File: config.mk
export PLATFORM = sky130hd
export DESIGN_NAME = traffic_phase_sequencer
export DESIGN_NICKNAME = d
export VERILOG_FILES = /design/src/rtl/traffic_phase_sequencer_pkg.sv /design/src/rtl/traffic_phase_sequencer_phase_timer.sv /design/src/rtl/traffic_phase_sequencer.sv
export SDC_FILE = /design/constraint.sdc
export NUM_CORES = 1
export LEC_CHECK = 0
export ABC_AREA = 1
export CAP_MARGIN = 20
export CORE_MARGIN = 5
export CORE_UTILIZATION = 43
export DETAILED_ROUTE_END_ITERATION = 8
export DONT_BUFFER_PORTS = 1
export SLEW_MARGIN = 10
export SYNTH_ARGS = -nofsm -noshare
export SYNTH_HDL_FRONTEND = slang
export SYNTH_SLANG_ARGS = --single-unit
File: constraint.sdc
create_clock -name clk -period 2.38 [get_ports clk]
set_input_delay 0.119 -clock clk [delete_from_list [all_inputs] [get_ports clk]]
set_output_delay 0.119 -clock clk [all_outputs]
set_load 0.05 [all_outputs]
File: src/rtl/traffic_phase_sequencer_pkg.sv
// Shared definitions for the traffic phase sequencer: phase encodings,
// light codes and small decode helpers.
package traffic_phase_sequencer_pkg;

  // Lights are {red,yellow,green}, one-hot.
  localparam logic [2:0] LIGHT_RED = 3'b100;
  localparam logic [2:0] LIGHT_YEL = 3'b010;
  localparam logic [2:0] LIGHT_GRN = 3'b001;

  typedef enum logic [2:0] {
    MAIN_GREEN  = 3'd0,
    MAIN_YELLOW = 3'd1,
    ALLRED_A    = 3'd2,
    SIDE_GREEN  = 3'd3,
    SIDE_YELLOW = 3'd4,
    ALLRED_B    = 3'd5
  } phase_t;

  // Unlisted encodings decode to red so a corrupted state can never
  // show a conflicting green/yellow.
  function automatic logic [2:0] main_light_of(input phase_t p);
    case (p)
      MAIN_GREEN:  return LIGHT_GRN;
      MAIN_YELLOW: return LIGHT_YEL;
      default:     return LIGHT_RED;
    endcase
  endfunction

  function automatic logic [2:0] side_light_of(input phase_t p);
    case (p)
      SIDE_GREEN:  return LIGHT_GRN;
      SIDE_YELLOW: return LIGHT_YEL;
      default:     return LIGHT_RED;
    endcase
  endfunction

  // True when a positive duration is representable in w bits.
  function automatic bit duration_ok(input int val, input int w);
    return (val >= 1) && ((val >> w) == 0);
  endfunction

endpackage

File: src/rtl/traffic_phase_sequencer_phase_timer.sv
// phase_timer: loadable, saturating down-counter driven by the 1 Hz tick.
// Ports:
//   clk, rst  - system clock, synchronous active-high reset (count <= RST_VAL)
//   load      - load load_val this clk (wins over tick)
//   load_val  - duration of the phase being entered
//   tick      - one-clk time-base enable
//   count     - ticks remaining, saturates at 0
//   last      - tick && count<=1: this tick expires the phase
module phase_timer #(
  parameter int CNT_W   = 8,
  parameter int RST_VAL = 10
) (
  input  logic             clk,
  input  logic             rst,
  input  logic             load,
  input  logic [CNT_W-1:0] load_val,
  input  logic             tick,
  output logic [CNT_W-1:0] count,
  output logic             last
);

  assign last = tick && (count <= CNT_W'(1));

  always_ff @(posedge clk) begin
    if (rst) begin
      count <= CNT_W'(RST_VAL);
    end else if (load) begin
      count <= load_val;
    end else if (tick && (count != '0)) begin
      count <= count - CNT_W'(1);
    end
  end

endmodule

File: src/rtl/traffic_phase_sequencer.sv
// traffic_phase_sequencer: two-road traffic-light controller timed by the
// divider's 1 Hz single-clk enable. Main road rests in green; a latched
// side-road request is served once main minimum-green has elapsed.
// Ports:
//   clk, rst      - system clock, synchronous active-high reset
//   oneHz_enable  - one-clk tick, the only time base
//   side_req      - side-road sensor, sampled every clk
//   main_light    - {red,yellow,green} registered
//   side_light    - {red,yellow,green} registered
//   req_pending   - latched side request awaiting service
//   seconds_left  - ticks remaining in current phase (0 = holding)
//
// state        | meaning
// MAIN_GREEN   | main green, side red; holds at 0 until a request is pending
// MAIN_YELLOW  | main yellow, side red
// ALLRED_A     | clearance before side green (also illegal-state recovery)
// SIDE_GREEN   | side green, main red; entry clears req_pending
// SIDE_YELLOW  | side yellow, main red
// ALLRED_B     | clearance before main green
module traffic_phase_sequencer
  import traffic_phase_sequencer_pkg::*;
#(
  parameter int CNT_W      = 8,
  parameter int T_MAIN_MIN = 10,
  parameter int T_YELLOW   = 3,
  parameter int T_ALLRED   = 1,
  parameter int T_SIDE     = 6
) (
  input  logic             clk,
  input  logic             rst,
  input  logic             oneHz_enable,
  input  logic             side_req,
  output logic [2:0]       main_light,
  output logic [2:0]       side_light,
  output logic             req_pending,
  output logic [CNT_W-1:0] seconds_left
);

  if (!duration_ok(T_MAIN_MIN, CNT_W) || !duration_ok(T_YELLOW, CNT_W) ||
      !duration_ok(T_ALLRED, CNT_W) || !duration_ok(T_SIDE, CNT_W)) begin : g_bad_durations
    $error("traffic_phase_sequencer: durations must be >=1 and fit CNT_W");
  end

  phase_t           state, next_state;
  logic             load;
  logic [CNT_W-1:0] load_val;
  logic             last;

  phase_timer #(
    .CNT_W   (CNT_W),
    .RST_VAL (T_MAIN_MIN)
  ) u_timer (
    .clk      (clk),
    .rst      (rst),
    .load     (load),
    .load_val (load_val),
    .tick     (oneHz_enable),
    .count    (seconds_left),
    .last     (last)
  );

  always_comb begin
    next_state = state;
    load       = 1'b0;
    load_val   = CNT_W'(T_MAIN_MIN);
    case (state)
      MAIN_GREEN: if (last && req_pending) begin
        next_state = MAIN_YELLOW;
        load       = 1'b1;
        load_val   = CNT_W'(T_YELLOW);
      end
      MAIN_YELLOW: if (last) begin
        next_state = ALLRED_A;
        load       = 1'b1;
        load_val   = CNT_W'(T_ALLRED);
      end
      ALLRED_A: if (last) begin
        next_state = SIDE_GREEN;
        load       = 1'b1;
        load_val   = CNT_W'(T_SIDE);
      end
      SIDE_GREEN: if (last) begin
        next_state = SIDE_YELLOW;
        load       = 1'b1;
        load_val   = CNT_W'(T_YELLOW);
      end
      SIDE_YELLOW: if (last) begin
        next_state = ALLRED_B;
        load       = 1'b1;
        load_val   = CNT_W'(T_ALLRED);
      end
      ALLRED_B: if (last) begin
        next_state = MAIN_GREEN;
        load       = 1'b1;
        load_val   = CNT_W'(T_MAIN_MIN);
      end
      default: begin
        next_state = ALLRED_A;
        load       = 1'b1;
        load_val   = CNT_W'(T_ALLRED);
      end
    endcase
  end

  // Lights are decoded from next_state so they change in the same clk as
  // the state register, with no combinational path to the pins.
  always_ff @(posedge clk) begin
    if (rst) begin
      state       <= MAIN_GREEN;
      main_light  <= LIGHT_GRN;
      side_light  <= LIGHT_RED;
      req_pending <= 1'b0;
    end else begin
      state      <= next_state;
      main_light <= main_light_of(next_state);
      side_light <= side_light_of(next_state);
      // Entering side green serves the request; a simultaneous sensor hit is absorbed.
      if ((next_state == SIDE_GREEN) && (state != SIDE_GREEN)) begin
        req_pending <= 1'b0;
      end else if (side_req) begin
        req_pending <= 1'b1;
      end
    end
  end

endmodule

==> results of run 1 <==
## state kept, by name, summed over array words and instances, names as in the netlist
name           flops
u_timer.count      8
side_light         3
main_light         3
req_pending        1
state              3
## metal layers
metal | global-route usage | vias up
li1 | - | 546
met1 | 0.1802 | 456
met2 | 0.2824 | 24
met3 | 0.05957 | 2
met4 | 0.04954 | 0
met5 | 0 | -
## layout by cell type, fill, tap and decap left out, drive strengths merged, types with 2 or more instances in the layout
cell type,count
nand4,2
a21oi,5
dfxtp,18
xor2,2
inv,26
clkbuf,4
ha,2
nor3,5
o21ai,7
nand3,13
nor2,35
nand2,46
nor3b,3
buf,7
dlygate4sd3,2
## power by group through the flow
stage	Sequential (mW)	Clock (mW)	Combinational [mW]
2_1_floorplan	0.403	0	0.0992
3_3_place_gp	0.374	0	0.162
3_5_place_dp	0.374	0	0.164
4_1_cts	0.367	0.200	0.169
5_1_grt	0.370	0.222	0.189
6_report	0.366	0.195	0.167
## synthesized netlist by cell type (all sizes together)
| cell type | number | area (um^2) |
|---|---|---|
| nor3 | 5 | 25.02 |
| o21ai | 7 | 35.03 |
| dfxtp | 18 | 360.4 |
| nand4 | 2 | 12.51 |
| a21oi | 5 | 36.29 |
| o211a | 1 | 10.01 |
| xnor2 | 1 | 8.760 |
| nor3b | 3 | 37.54 |
| xor2 | 2 | 17.52 |
| ha | 2 | 25.02 |
| nor2 | 35 | 158.9 |
| clkbuf | 1 | 3.750 |
| nand2 | 46 | 200.2 |
| nand3 | 13 | 75.07 |
| inv | 26 | 97.59 |
## worst max-delay path, cell delays in order (launching register included)
cell	delay (ps)
dfxtp_1	710
nor2_1	160
nand2_2	160
inv_1	60
nand2_1	160
nor2_1	70
a21oi_1	260
a21oi_2	100
nor2_1	100
## worst max-delay path by stage
stage	slack [ps]	startpoint	end
floorplan	520	u_timer.count[0]$_SDFFE_PP0P_	main_light[0]$_SDFF_PP1_
CTS	520	u_timer.count[6]$_SDFFE_PP0P_	main_light[0]$_SDFF_PP1_
global placement	610	u_timer.count[6]$_SDFFE_PP0P_	main_light[0]$_SDFF_PP1_
detailed placement	560	u_timer.count[6]$_SDFFE_PP0P_	main_light[0]$_SDFF_PP1_
finish	550	u_timer.count[6]$_SDFFE_PP0P_	main_light[0]$_SDFF_PP1_
global route	350	u_timer.count[6]$_SDFFE_PP0P_	main_light[0]$_SDFF_PP1_
## layout make-up
class | count | area (um^2)
fillers | 267 | 1231
clock buffers | 4 | 36.28
inverters | 26 | 97.59
multi-input cells | 122 | 641.9
well taps | 30 | 37.54
repair buffers | 9 | 72.57
flip-flops and latches | 18 | 360.3
## cells by family after synthesis
kind of cell               count (synthesis)
xor gates and xnor gates                   3
buffers and inverters                     27
and+or+nand+nor                          104
AOI/OAI and AO/OA                         13
adders and majority gates                  2
DFF                                       18
==> flow_summary.yaml, run 1 <==
run_status:
  status: "complete, no violations"
timing:
  min_period_ps: 1829
  setup-violations-final: 0
  maxSlewHeadroom: 0.6021
  setup_ws_ps: 550.7
  rsz0062_at_grt: "no"
  tns_ps: 0
  hold_viol: 0
  slew_violations: 0
  whs_ps: 152.6
  fmaxAchievable_mhz: 546.7
  worst_pin_slew_ps: 596.1
  finalClockSkew_ps: 15.03
  final.period_utilization: 0.7686
clocking:
  clk_latency_ps: 300
  clk_transition_reported_paths_ps: 120
  clk_path_buf_depth: 2
  cts_buffers: 3
  post_cts_buffers: 0
  htree_levels: 1
  root_buffer: "clkbuf_4"
  cts_resized: 0
  cts_tree: "yes"
  cts.sinks: 18
  hold_buffers: 2
power:
  p_clk_frac: 0.268
  p_sw_mw: 0.2603
  power_leakage_nw: 0.5913
  totalPowerFinal_mw: 0.7284
  irDropWorstVdd_uv: 573.3
  power.internal_mw: 0.4682
  pwr-share-comb: 0.229
  power_frac_seq: 0.503
  p_per_area_nw_per_um2: 584.5
  p_sw_frac: 0.3573
place:
  dp.cells: 203
  dp_hpwl_um: 1994
  port_buffers: 0
  place_area_um2: 1190
  place_ws_ps: 561.3
  gp_congestion: 0.8717
final_layout:
  drive_gt1_frac: 0.2179
  fin_cells: 209
  utilization: 0.5030
  design_area_um2: 1246
  syn_to_final_growth_pct: 12.93
  diodes: 0
  final_nets: 186
routing:
  drc: 0
  top_layer: "met4"
  drt_iter0_markers: 30
  vias: 1028
  drtAntennaViolNets: 0
  route.met3.wl_um: 203
  drt-pass1-iter-count: 4
  wl_met2_um: 1190
  routed_wl_um: 2436
  met1_length_um: 1024
  viasPerCell: 4.919
  post_drt_wl_per_cell_um: 11.66
grt:
  grt_max_degree: 11
  antenna_found_initial: 0
  grt_pass1_vias: 1023
  overflow: 0
  grt_first_pass_wirelength_um: 4402
  grt_use_total: 0.1608
yosys:
  synthXorXnorAreaFrac: 0.02381
  yosys.area_share.simple: 0.4615
  ys_types: 22
  syn_area_um2: 1104
  syn_avg_cell_area_um2: 6.608
  synth.area.mux_share: 0
  synth_top_family_by_area: "simple AND/OR/NAND/NOR gates"
  yosysWarnings: 0
  synthAdderAreaFrac: 0.02268
  synth_fp_nets: 173
  syn-instance-count: 167
  ys_ff_latch: 18
  synth_compound_area_frac: 0.07370
  seq_area_frac_synth: 0.3265
min_path:
  hp-class: "primary input to register"
  hold_depth: 5
  hold_end: "side_light[0]$_SDFF_PP0_"
  min_from: "oneHz_enable"
flow_run:
  cap_violations: 0
setup_path:
  worst_ep_arrival_time_ps: 2070
  cp-start-kind: "register"
  critPathKind: "register to register"
  cp-end-kind: "register"
  required_ps: 2620
  r2r_slack_ps: 550
  cp_max_fo: 6
  rr_endpoint: "main_light[0]$_SDFF_PP1_"
  reg2regPathDepth: 8
  r2r_start: "u_timer.count[6]$_SDFFE_PP0P_"
floorplan:
  rows: 18
  die_area_um2: 3680
  core_um2: 2477
  start_util: 0.4455
  die_h_um: 60.66
  io_pins: 19
  die_x_um: 60.66
Note: power is estimated with default switching activity, not from simulation.
==> inputs of run 2 (changes only) <==
clock period = 1.75 ns   (was 2.38 ns; I/O delays follow)
==> flow_summary.yaml, run 2 (same netlist as run 1, synthesis figures left out) <==
timing:
  worst_pin_slew_ps: 489.8
  final.period_utilization: 0.8934
  fmaxAchievable_mhz: 639.6
  rsz0062_at_grt: "no"
  whs_ps: 110.7
  setup_ws_ps: 186.6
  finalClockSkew_ps: 8.686
  slew_violations: 0
  tns_ps: 0
  min_period_ps: 1563
  setup-violations-final: 0
  hold_viol: 0
  maxSlewHeadroom: 0.6730
setup_path:
  cp-end-kind: "register"
  slowest_delay_ps: 350
  worst_ep_arrival_time_ps: 1750
  r2r_start: "u_timer.count[0]$_SDFFE_PP0P_"
  critPathKind: "register to register"
  required_ps: 1940
  r2r_slack_ps: 190
  reg2regPathDepth: 11
  rr_endpoint: "side_light[2]$_SDFF_PP1_"
  cp_max_fo: 4
  cp_slowest_cell: "dfxtp_2"
  cp-start-kind: "register"
  crit_chain: "inv_1 > ha_4 > nand2_2 > nor2_1 > nor2_1 > nor2_1 > nand2_1 > nand2_1 > inv_1 > nand2_1 > nand3_1"
clocking:
  cts.sinks: 18
  clk_transition_reported_paths_ps: 120
  cts_tree: "yes"
  cts_buffers: 3
  clk_path_buf_depth: 2
  root_buffer: "clkbuf_4"
  htree_levels: 1
  clk_latency_ps: 300
  post_cts_buffers: 0
routing:
  met1_length_um: 1071
  route.met3.wl_um: 198
  viasPerCell: 4.957
  drt-pass1-iter-count: 4
  drt_iter0_markers: 32
  drtAntennaViolNets: 0
  wl_met2_um: 1345
  vias: 1046
  post_drt_wl_per_cell_um: 12.48
  drc: 0
  top_layer: "met4"
  routed_wl_um: 2634
final_layout:
  utilization: 0.5172
  final_nets: 188
  syn_to_final_growth_pct: 16.10
  largest-register: "u_timer.count"
  fill_cells: 262
  largest_reg_flops: 8
  multi_input_area_um2: 659.4
  diodes: 0
  final_common_cell: "nand2_1"
  regArea_um2: 362.8
  layout_common_cells: "nand2_1 (36), nor2_1 (30), inv_1 (19)"
  drive_gt1_frac: 0.2597
floorplan:
  io_pins: 19
  rows: 18
  die_area_um2: 3680
  start_util: 0.4455
  core_um2: 2477
  die_h_um: 60.66
  die_x_um: 60.66
place:
  place_ws_ps: 107.3
  gp_congestion: 0.9153
  dp_hpwl_um: 2121
  port_buffers: 0
grt:
  grt_first_pass_wirelength_um: 4498
  grt_use_total: 0.1664
  antenna_found_initial: 0
  grt_pass1_vias: 1029
  grt_max_degree: 11
  overflow: 0
power:
  power_leakage_nw: 0.5982
  irDropWorstVdd_uv: 509.7
  p_per_area_nw_per_um2: 785.2
min_path:
  min_from: "oneHz_enable"
  hold_end: "main_light[1]$_SDFF_PP0_"
  hp-class: "primary input to register"
  hold_depth: 4
flow_run:
  cap_violations: 0
run_status:
  status: "complete, no violations"
[run 2: cell count changes in the layout (fill, tap and decap cells not counted), moves of 2 or more]
cell and change:
dfxtp_1 -2, buf_4 +2, ha_1 -2, dfxtp_2 +2
[run 2: area by class of cell]
type / count / area share
clock buffer: 4 / 0.02832
inverter: 26 / 0.07617
multi-input combinational: 122 / 0.5146
sequential: 18 / 0.2832
tap: 30 / 0.02930
timing repair buffer: 11 / 0.06836
[run 2: power by group]
part	leakage [nW]	switching, mW	internal (mW)	total [mW]
Clock	0.0210	0.142	0.127	0.268
Sequential	0.147	0.0554	0.437	0.492
Combinational	0.430	0.165	0.0804	0.246
Total	0.598	0.362	0.644	1.01
[run 2: worst max-delay path, delay by kind of cell, from the launching register on]
| kind | cells | cell delay [ps] |
|---|---|---|
| adders and majority gates | 1 | 160 |
| buffers and inverters | 2 | 140 |
| DFF | 1 | 350 |
| and+or+nand+nor | 8 | 820 |
[run 2: stage by stage]
| step | power, mW | area [um^2] | std cells |
|---|---|---|---|
| after floorplan | 0.6842 | 1106 | 167 |
| after global placement | 0.7312 | 1207 | 205 |
| after detailed placement | 0.7351 | 1207 | 205 |
| after CTS | 1.013 | 1264 | 211 |
| after global routing | 1.076 | 1281 | 211 |
| final | 1.006 | 1281 | 211 |
[run 2: per-layer routing]
layer	global-route usage	up-vias
li1	-	548
met1	0.1915	467
met2	0.2916	29
met3	0.04468	2
met4	0.06502	0
met5	0	-
[run 2: repair_timing]
item                                    in CTS  in global routing
gates resized for setup                      0                  5
hold endpoints to repair                    12                  0
endpoints found under the setup margin       0                 11
hold buffers                                 2                  0
[run 2: how the worst max path moves through the flow]
| stage | from | to | slack [ps] | depth (start not counted) |
|---|---|---|---|---|
| final | u_timer.count[0]$_SDFFE_PP0P_ | side_light[2]$_SDFF_PP1_ | 190 | 11 |
| after global routing | u_timer.count[0]$_SDFFE_PP0P_ | side_light[1]$_SDFF_PP0_ | 20 | 12 |
| after CTS | u_timer.count[1]$_SDFFE_PP1P_ | side_light[2]$_SDFF_PP1_ | 80 | 11 |
| after detailed placement | u_timer.count[0]$_SDFFE_PP0P_ | main_light[0]$_SDFF_PP1_ | 110 | 11 |
| after global placement | u_timer.count[0]$_SDFFE_PP0P_ | main_light[0]$_SDFF_PP1_ | 170 | 11 |
| after floorplan | u_timer.count[1]$_SDFFE_PP1P_ | main_light[0]$_SDFF_PP1_ | 80 | 11 |
